[src/rtl/lcd_pkg.sv]
// -----------------------------------------------------------------------------
// lcd_pkg
// Shared definitions for the HD44780 8-bit LCD controller:
//   - lcd_state_t    : controller FSM states
//   - LCD_* commands : HD44780 instruction codes used by the init sequence
//   - CHR_* codes    : ASCII codes for upstream formatters (digits, sign, blank)
//   - init_cmd()     : init ROM lookup (FUNCSET x reps, display on, clear, entry)
//   - is_long_low()  : true for commands that need the long EN-low settle time
// -----------------------------------------------------------------------------
package lcd_pkg;

  typedef enum logic [2:0] {
    PWRUP   = 3'd0,
    INIT_HI = 3'd1,
    INIT_LO = 3'd2,
    IDLE    = 3'd3,
    WR_HI   = 3'd4,
    WR_LO   = 3'd5
  } lcd_state_t;

  localparam logic [7:0] LCD_FUNCSET_8B2L      = 8'h38;
  localparam logic [7:0] LCD_DISP_ON_CUR_BLINK = 8'h0F;
  localparam logic [7:0] LCD_CLEAR             = 8'h01;
  localparam logic [7:0] LCD_ENTRY_INC         = 8'h06;

  localparam logic [7:0] CHR_SPACE  = 8'h20;
  localparam logic [7:0] CHR_MINUS  = 8'h2D;
  localparam logic [7:0] CHR_PLUS   = 8'h2B;
  localparam logic [7:0] CHR_DIGIT0 = 8'h30;

  // Init ROM: 'reps' function-set commands, then display-on, clear, entry mode.
  function automatic logic [7:0] init_cmd(input logic [31:0] idx, input logic [31:0] reps);
    logic [7:0] cmd;
    if (idx < reps) begin
      cmd = LCD_FUNCSET_8B2L;
    end else begin
      case (idx - reps)
        32'd0:   cmd = LCD_DISP_ON_CUR_BLINK;
        32'd1:   cmd = LCD_CLEAR;
        default: cmd = LCD_ENTRY_INC;
      endcase
    end
    return cmd;
  endfunction

  // Clear (0x01) and home (0x02/0x03) execute slowly inside the panel.
  function automatic logic is_long_low(input logic rs, input logic [7:0] d);
    return !rs && (d == 8'h01 || d == 8'h02 || d == 8'h03);
  endfunction

endpackage

[src/rtl/lcd_wr_fifo.sv]
// -----------------------------------------------------------------------------
// lcd_wr_fifo
// Synchronous first-word-fall-through FIFO for queued LCD writes ({rs,data}).
// Ports:
//   clk, rst        : clock, asynchronous active-high reset (flushes the FIFO)
//   push, push_data : write request/data (ignored while full)
//   pop, pop_data   : read request (ignored while empty); pop_data shows head
//   full, empty     : status from the registered occupancy
//   level           : current occupancy, 0..DEPTH
// -----------------------------------------------------------------------------
module lcd_wr_fifo #(
  parameter int unsigned DEPTH = 16,
  parameter int unsigned WIDTH = 9
) (
  input  logic                         clk,
  input  logic                         rst,
  input  logic                         push,
  input  logic [WIDTH-1:0]             push_data,
  input  logic                         pop,
  output logic [WIDTH-1:0]             pop_data,
  output logic                         full,
  output logic                         empty,
  output logic [$clog2(DEPTH+1)-1:0]   level
);

  localparam int unsigned AW = $clog2(DEPTH);
  localparam int unsigned LW = $clog2(DEPTH+1);

  logic [WIDTH-1:0] mem [DEPTH];
  logic [AW-1:0]    wr_ptr_reg;
  logic [AW-1:0]    rd_ptr_reg;
  logic [LW-1:0]    level_reg;
  logic             do_push;
  logic             do_pop;

  assign full     = (level_reg == LW'(DEPTH));
  assign empty    = (level_reg == '0);
  assign level    = level_reg;
  assign do_push  = push && !full;
  assign do_pop   = pop && !empty;
  // Head is visible combinationally so the controller can load it on the pop edge.
  assign pop_data = mem[rd_ptr_reg];

  // Pointers wrap naturally because DEPTH is a power of two.
  always_ff @(posedge clk or posedge rst) begin
    if (rst) begin
      wr_ptr_reg <= '0;
      rd_ptr_reg <= '0;
      level_reg  <= '0;
    end else begin
      if (do_push) wr_ptr_reg <= wr_ptr_reg + AW'(1);
      if (do_pop)  rd_ptr_reg <= rd_ptr_reg + AW'(1);
      case ({do_push, do_pop})
        2'b10:   level_reg <= level_reg + LW'(1);
        2'b01:   level_reg <= level_reg - LW'(1);
        default: level_reg <= level_reg;
      endcase
    end
  end

  always_ff @(posedge clk) begin
    if (do_push) mem[wr_ptr_reg] <= push_data;
  end

endmodule

[src/rtl/lcd_hd44780_ctrl.sv]
// -----------------------------------------------------------------------------
// lcd_hd44780_ctrl
// HD44780 8-bit LCD controller: power-up wait, autonomous init sequence, then
// issues queued command/character writes as timed EN strobes.
// Ports:
//   CLK, RST            : clock, asynchronous active-high reset
//   wr_valid/wr_ready   : upstream write handshake (accepted when both high)
//   wr_rs, wr_data      : 0 = command, 1 = character; 8-bit code
//   init_done           : sticky flag, set when init sequence completes
//   busy                : controller not idle or FIFO holds pending writes
//   fifo_level          : FIFO occupancy
//   RS, RW, EN, data    : LCD bus (RW always 0, write only)
// -----------------------------------------------------------------------------
module lcd_hd44780_ctrl
  import lcd_pkg::*;
#(
  parameter int unsigned PWRUP_CYC    = 2250000,
  parameter int unsigned EN_HIGH_CYC  = 125000,
  parameter int unsigned EN_LOW_CYC   = 250000,
  parameter int unsigned CLR_LOW_CYC  = 250000,
  parameter int unsigned FUNCSET_REPS = 4,
  parameter int unsigned FIFO_DEPTH   = 16
) (
  input  logic                              CLK,
  input  logic                              RST,
  input  logic                              wr_valid,
  output logic                              wr_ready,
  input  logic                              wr_rs,
  input  logic [7:0]                        wr_data,
  output logic                              init_done,
  output logic                              busy,
  output logic [$clog2(FIFO_DEPTH+1)-1:0]   fifo_level,
  output logic                              RS,
  output logic                              RW,
  output logic                              EN,
  output logic [7:0]                        data
);

  localparam logic [31:0] INIT_LAST = 32'(FUNCSET_REPS + 2);

  if (PWRUP_CYC == 0 || EN_HIGH_CYC == 0 || EN_LOW_CYC == 0 || CLR_LOW_CYC == 0) begin : g_bad_timing
    $error("lcd_hd44780_ctrl: all cycle-count parameters must be at least 1");
  end
  if (FIFO_DEPTH < 2 || (FIFO_DEPTH & (FIFO_DEPTH - 1)) != 0) begin : g_bad_depth
    $error("lcd_hd44780_ctrl: FIFO_DEPTH must be a power of two >= 2");
  end

  lcd_state_t  state_reg;
  logic [31:0] cnt_reg;
  logic [31:0] idx_reg;
  logic        rs_reg;
  logic [7:0]  data_reg;
  logic        en_reg;
  logic        init_done_reg;

  logic        fifo_full;
  logic        fifo_empty;
  logic        fifo_pop;
  logic [8:0]  fifo_head;
  logic [31:0] low_last;

  assign fifo_pop = (state_reg == IDLE) && !fifo_empty;

  lcd_wr_fifo #(
    .DEPTH (FIFO_DEPTH),
    .WIDTH (9)
  ) u_fifo (
    .clk       (CLK),
    .rst       (RST),
    .push      (wr_valid && wr_ready),
    .push_data ({wr_rs, wr_data}),
    .pop       (fifo_pop),
    .pop_data  (fifo_head),
    .full      (fifo_full),
    .empty     (fifo_empty),
    .level     (fifo_level)
  );

  // RS/data are held through the low phase, so they select its length.
  assign low_last = is_long_low(rs_reg, data_reg) ? (CLR_LOW_CYC - 32'd1) : (EN_LOW_CYC - 32'd1);

  always_ff @(posedge CLK or posedge RST) begin
    if (RST) begin
      state_reg     <= PWRUP;
      cnt_reg       <= '0;
      idx_reg       <= '0;
      rs_reg        <= 1'b0;
      data_reg      <= 8'h00;
      en_reg        <= 1'b0;
      init_done_reg <= 1'b0;
    end else begin
      case (state_reg)
        PWRUP: begin
          if (cnt_reg == PWRUP_CYC - 32'd1) begin
            cnt_reg   <= '0;
            idx_reg   <= '0;
            rs_reg    <= 1'b0;
            data_reg  <= init_cmd(32'd0, FUNCSET_REPS);
            en_reg    <= 1'b1;
            state_reg <= INIT_HI;
          end else begin
            cnt_reg <= cnt_reg + 32'd1;
          end
        end
        INIT_HI, WR_HI: begin
          if (cnt_reg == EN_HIGH_CYC - 32'd1) begin
            cnt_reg   <= '0;
            en_reg    <= 1'b0;
            state_reg <= (state_reg == INIT_HI) ? INIT_LO : WR_LO;
          end else begin
            cnt_reg <= cnt_reg + 32'd1;
          end
        end
        INIT_LO: begin
          if (cnt_reg == low_last) begin
            cnt_reg <= '0;
            if (idx_reg == INIT_LAST) begin
              init_done_reg <= 1'b1;
              state_reg     <= IDLE;
            end else begin
              idx_reg   <= idx_reg + 32'd1;
              rs_reg    <= 1'b0;
              data_reg  <= init_cmd(idx_reg + 32'd1, FUNCSET_REPS);
              en_reg    <= 1'b1;
              state_reg <= INIT_HI;
            end
          end else begin
            cnt_reg <= cnt_reg + 32'd1;
          end
        end
        WR_LO: begin
          if (cnt_reg == low_last) begin
            cnt_reg   <= '0;
            state_reg <= IDLE;
          end else begin
            cnt_reg <= cnt_reg + 32'd1;
          end
        end
        IDLE: begin
          if (!fifo_empty) begin
            rs_reg    <= fifo_head[8];
            data_reg  <= fifo_head[7:0];
            en_reg    <= 1'b1;
            cnt_reg   <= '0;
            state_reg <= WR_HI;
          end
        end
        default: begin
          state_reg <= PWRUP;
          cnt_reg   <= '0;
          en_reg    <= 1'b0;
        end
      endcase
    end
  end

  assign wr_ready  = !fifo_full;
  assign busy      = (state_reg != IDLE) || !fifo_empty;
  assign init_done = init_done_reg;
  assign RS        = rs_reg;
  assign RW        = 1'b0;
  assign EN        = en_reg;
  assign data      = data_reg;

endmodule

[config.mk]
export PLATFORM = sky130hd
export DESIGN_NAME = lcd_hd44780_ctrl
export DESIGN_NICKNAME = d
export VERILOG_FILES = /design/src/rtl/lcd_pkg.sv /design/src/rtl/lcd_wr_fifo.sv /design/src/rtl/lcd_hd44780_ctrl.sv
export SDC_FILE = /design/constraint.sdc
export NUM_CORES = 1
export LEC_CHECK = 0
export ABC_AREA = 1
export CORE_ASPECT_RATIO = 0.7
export CORE_UTILIZATION = 50
export CTS_BUF_LIST = sky130_fd_sc_hd__clkbuf_2
export DETAILED_ROUTE_END_ITERATION = 8
export GPL_TIMING_DRIVEN = 0
export PLACE_DENSITY = 0.76
export SLEW_MARGIN = 10
export SYNTH_ARGS = -nofsm -noshare
export SYNTH_HDL_FRONTEND = slang
export SYNTH_SLANG_ARGS = --single-unit
[constraint.sdc]
create_clock -name CLK -period 4.4 [get_ports CLK]
set_input_delay 0.66 -clock CLK [delete_from_list [all_inputs] [get_ports CLK]]
set_output_delay 0.66 -clock CLK [all_outputs]
set_load 0.1 [all_outputs]
== Yosys cells after proc, flatten, opt, wreduce, memory -nomap -nowiden ==
Memories as Yosys holds them, arrays and structs flattened.
Index checks and enable logic that the tools add are counted.
Storage, ports and cells
  flip-flop bits (word level): 91
  memory bits (writable): 144
  input port bits: 12
  output and inout bits: 19
  logic and storage cells: 98
  memories: 1
Memory list
  u_fifo.mem: words 16, width 9, read ports 1, clocked after Yosys merged registers in 0, write ports 1, line lcd_wr_fifo.sv:29  | logic [WIDTH-1:0] mem [DEPTH];
Operators by class
  $add $sub $neg: 7
  $lt $le $gt $ge: 1
  equal/unequal tests: 20
  muxes and demuxes: 38
  bitwise logic cells: 1
  reductions and logical operators: 20
Operators with widths (number)
  $mux W32: 7
  $pmux W32 S4: 1
  $add A32 B1 Y32 const B: 2
  $pmux W32 S2: 1
  $eq A32 B1 Y1 const B: 1
  $eq A32 B17 Y1 const B: 1
  $eq A32 B18 Y1 const B: 1
  $eq A32 B22 Y1 const B: 1
  $eq A32 B3 Y1 const B: 1
  $logic_not A32 Y1: 1
  $lt A32 B3 Y1 const B: 1
  $mux W8: 4
  $sub A32 B3 Y32 const B: 1
  $pmux W8 S3: 1
  $mux W3: 6
  $pmux W3 S5: 1
  $ne A2 B2 Y1 const B: 6
  $mux W1: 11
  $pmux W5 S2: 1
  $reduce_and A5 Y1: 2
  $add A4 B1 Y4 const B: 2
  $pmux W4 S2: 1
  $eq A3 B2 Y1 const B: 2
  $eq A3 B3 Y1 const B: 2
  other kinds (23): 29

== Logic depth before layout (Yosys ltp) ==
  depth in word-level cells: 8
  mapped depth: 23
  mapped depth without buffers: 23

== Cells and area by module ==
A second synthesis with hierarchy kept.
Second synthesis, totals
  cell total of the unflattened synthesis: 1551
  area, all modules: 12487.0 um^2
By module, submodules not included
  lcd_wr_fifo: instances 1, cells each 684, area each 6922.9 um^2, sequential area each 4649.5 um^2
  lcd_hd44780_ctrl: instances 1, cells each 867, area each 5564.1 um^2, sequential area each 1951.9 um^2

== Least setup slack after synthesis ==
No wires, ideal clock.
  kind: register -> register
  start: register u_fifo.level_reg[0], in the netlist u_fifo.level[0]
  end: register u_fifo.level_reg[4], in the netlist u_fifo.level[4]
  library setup time: 0.163 ns
  data arrival time: 3.869 ns
  required time: 4.237 ns
  slack: 0.368 ns
  cell stages (with the launch flop): 16
  path buffers: 0
  period minus slack after synthesis: 4.032 ns
  cell sequence: dfrtp_1 -> nor4_1 -> nand3_2 -> o21ai_0 -> or2_2 -> nor2_1 -> nand2_1 -> inv_1 -> ha_1 -> inv_1 -> fa_1 -> nor2_1 -> a211oi_1 -> nor2_1 -> nor2_1 -> xor2_1
On the way
  word-level cells in the longest chain between the ends: 6
  elaborated cells on any way between the ends: 14
  classes of those cells: add/sub: 2; eq/ne: 3; mux: 1; reduce/logical: 8
RTL lines
  start, declared: line lcd_wr_fifo.sv:32  | logic [LW-1:0] level_reg;
  start signal, assigned: line lcd_wr_fifo.sv:54  | 2'b10: level_reg <= level_reg + LW'(1);
  start signal, assigned: line lcd_wr_fifo.sv:55  | 2'b01: level_reg <= level_reg - LW'(1);
  start signal, assigned: line lcd_wr_fifo.sv:56  | default: level_reg <= level_reg;
  $logic_not A5 Y1 *: line lcd_wr_fifo.sv:37  | assign empty = (level_reg == '0);
  $logic_not A1 Y1 *: line lcd_wr_fifo.sv:40, lcd_hd44780_ctrl.sv:62
  $logic_and A1 B1 Y1: line lcd_hd44780_ctrl.sv:62  | assign fifo_pop = (state_reg == IDLE) && !fifo_empty;
  $logic_and A1 B1 Y1 *: line lcd_wr_fifo.sv:40  | assign do_pop = pop && !empty;
  net u_fifo.do_pop: line lcd_wr_fifo.sv:34  | logic do_pop;
  $eq A2 B1 Y1 or $eq A2 B2 Y1 (tied branches): line lcd_wr_fifo.sv:53  | case ({do_push, do_pop})
  $pmux W5 S2 or $reduce_bool A2 Y1 (tied branches)
The timed path passes the listed nets; every way through them passes the cells marked *.
A chain may end at the register's enable or synchronous reset.

== Worst setup path in the final report ==
  start: register state_reg[2]
  end: output port busy
On the way
  word-level cells in the longest chain between the ends: 2
RTL lines
  start, declared: line lcd_hd44780_ctrl.sv:48  | lcd_state_t state_reg;
  start signal, assigned: line lcd_hd44780_ctrl.sv:109  | state_reg <= (state_reg == INIT_HI) ? INIT_LO : WR_LO;
  $ne A3 B2 Y1: line lcd_hd44780_ctrl.sv:158  | assign busy = (state_reg != IDLE) || !fifo_empty;
  $logic_or A1 B1 Y1: line lcd_hd44780_ctrl.sv:158
  end, declared: line lcd_hd44780_ctrl.sv:31  | output logic busy,
Every way passes these cells.

==> reports/metrics.csv <==
metric;value;unit
synthesized area;0.01216;mm²
detailed router's first-iteration violation count;1003;
clock tree sinks;235;
Syn Nets;1412;
top-count cell post-synth;nand2_1;
share of the synthesized area in the top cell type;35.56;%
first-pass GRT wire length;53380;µm
final setup fails;0;
hpwl dp;23900;µm
die area;0.02496;mm²
drt total wl;33830;µm
Area Overhead vs Synth;10.36;%
mux cell area share after synthesis;0;%
Final Cycle Share;92.17;%
Skew-Pair Late Insertion Delay;920;ps
hold_buf cts;0;
CP Launch Type;register;
Bufs on Longest Clock Path;3;
largest fanout on the critical path;8;
Hold Path Class;in -> async;
number of remaining DRC errors;0;
endpoints failing hold;0;
Initial Util;51.18;%
Yosys cell types;49;
CP peak stage delay;1070;ps
syn avg cell area;8.773;µm²
TritonCTS clock tree;done;
Vias;10520;
clock period minus worst slack;4055;ps
Compound-Gate Fraction of Synth Area;9.848;%
Fmax achieved;0.2466;GHz
synthesis warning total;0;
ys flop type;edfxtp_1;
Worst Tran Pin Value;1306;ps
drt via density;5.724;
xor/xnor cell area share of the yosys netlist;1.945;%
PD cells;348.8;mW/mm²
synthesized flop and latch total;235;
grt ovf;0;
top post-synthesis cells by area;edfxtp_1 36%, dfrtp_1 19%, nand2_1 9.4%, nor2_1 7.0%, o21ai_0 4.0%;
Critical Path AT;3400;ps
Simple-Gate Fraction of Synth Area;26.96;%
number of global-route vias before repair;9850;
Setup Buffers After CTS;0;
Clock H-tree levels;2;
endpoint class of the critical path;output port;
max reg flops;144;
Pleak;5.459;nW
maximum number of pins on one net before global-route repair;50;
fin worst setup slack;344.7;ps
adder-cell area share of the yosys netlist;1.502;%
Syn Inst Count;1386;
WS Path Type;reg -> out;
CORE AREA;0.02376;mm²
1st-pass router iterations;6;
final net count;1501;
Peak VDD IR;0.4827;mV
asr flop ratio synth;38.72;%
RD Place Congestion;0.9646;
Max transition margin;12.61;%
Slew Viols, Final;0;
DIE HEIGHT;132.5;µm
Port Buffers;29;
number of synthesized flops with an enable pin;144;
standard-cell rows;47;
Total Power;4.680;mW
ANT nets after route;0;
root buf cell;clkbuf_2;
Avg WL per Cell;18.41;µm
number of I/O pins;31;
clock skew;88.93;ps
Max-Cap Viols;0;
largest family of logic cells by synthesized area;simple AND/OR/NAND/NOR gates;
fill cell count;2166;
Crit-path slowest cell;clkdlybuf4s50_1;
CTS buffer count;55;
status;finished clean;
post-synthesis sequential area ratio;54.29;%
Synth top cells by count;306 x nand2_1, 228 x nor2_1, 144 x edfxtp_1, 127 x inv_1, 98 x o21ai_0;
Chip Width;188.4;µm
RSZ-0062 raised after global routing;no;
clk slew on worst S/H paths;130;ps
layout cells sized above 1;10.20;%
worst path required time;3740;ps
GRT Overall Usage;27.67;%
post-synth top area cell;edfxtp_1;
dpl cells;1736;
PostCTS Resize Cnt;0;
Finished Layout Cells;1838;
initial antenna violation count;1;
pre-CTS WS;525.9;ps
crit-path cells;inv_1 > nand2_1 > nor2_2 > nand3_2 > clkdlybuf4s50_1;
## final cells by class
type / count / area, µm² / share of cell area (%)
clock buffer: 82 / 410.4 / 3.058
tap: 318 / 397.9 / 2.965
timing repair buffer: 32 / 329.1 / 2.452
buffer: 39 / 160.2 / 1.193
inverter: 133 / 501.7 / 3.739
clock inverter: 19 / 107.6 / 0.8019
multi-input combinational: 979 / 4908 / 36.58
sequential: 235 / 6601 / 49.19
antenna: 1 / 2.502 / 0.01865
## where the power goes
part           total (mW)  internal (mW)  switching (mW)
Combinational       0.608          0.135           0.473
Sequential           2.61           2.53          0.0778
Clock                1.47          0.563           0.904
Total                4.68           3.22            1.45
## placed cells by master, fill, tap and decap left out, drive strengths merged, types with 26 or more instances in the layout
| cell type | Yosys | final |
|---|---|---|
| clkdlybuf4s50 | 0 | 29 |
| nand2 | 324 | 324 |
| nor3 | 26 | 26 |
| nor2 | 252 | 252 |
| clkbuf | 32 | 114 |
| nand3 | 73 | 73 |
| dfrtp | 91 | 91 |
| nand4 | 31 | 31 |
| edfxtp | 144 | 144 |
| o22ai | 44 | 44 |
| inv | 132 | 133 |
| o21ai | 102 | 102 |
## layer usage
layer  vias to the layer above  GRT usage, %  share of wire [%]
li1                       4927             -                  -
met1                      4979         43.03                 47
met2                       545         38.66                 41
met3                        69         5.411                 10
met4                         0         8.781                2.3
met5                         -             0                  0
## through the flow
step | utilization (%) | area, µm² | hold WS, ps | TNS [ps]
floorplan | - | 12160 | 475.5 | 0
global route | 56.48 | 13420 | 178.8 | 0
detailed placement | 54.29 | 12900 | 466.2 | 0
finish | 56.48 | 13420 | 194.5 | 0
CTS | 56.47 | 13420 | 140.8 | 0
global placement | 54.08 | 12850 | 461.1 | -20890
## worst paths after layout
path / start / endpoint / slack (ps) / cells past startpoint
worst min-delay path: RST / data[0]$_DFFE_PP0P_ / 190 / 2
max in group asynchronous: RST / data[3]$_DFFE_PP0P_ / 3490 / 3
worst min register to register: data[0]$_DFFE_PP0P_ / data[0]$_DFFE_PP0P_ / 490 / 2
worst max-delay path: state_reg[2]$_DFFE_PP0P_ / busy / 340 / 5
min in group CLK: data[0]$_DFFE_PP0P_ / data[0]$_DFFE_PP0P_ / 490 / 2
worst max register to register: cnt_reg[24]$_DFFE_PP0N_ / u_fifo.level[4]$_DFFE_PP0P_ / 470 / 18
## critical path, delay by kind of cell (launching register included)
family	cells	cell delay (ps)
buffers and inverters	2	1240
and+or+nand+nor	3	810
DFF	1	420
## kinds of logic (layout without fill, tap and decap cells)
family	after synthesis	after routing
buffers and inverters	172	305
adder cells (fa/ha/maj)	14	14
other	1	2
AO/OA/AOI/OAI	202	202
XOR/XNOR	27	27
AND/OR/NAND/NOR	735	735
flip-flops	235	235
Note: power is estimated with default switching activity, not from simulation.
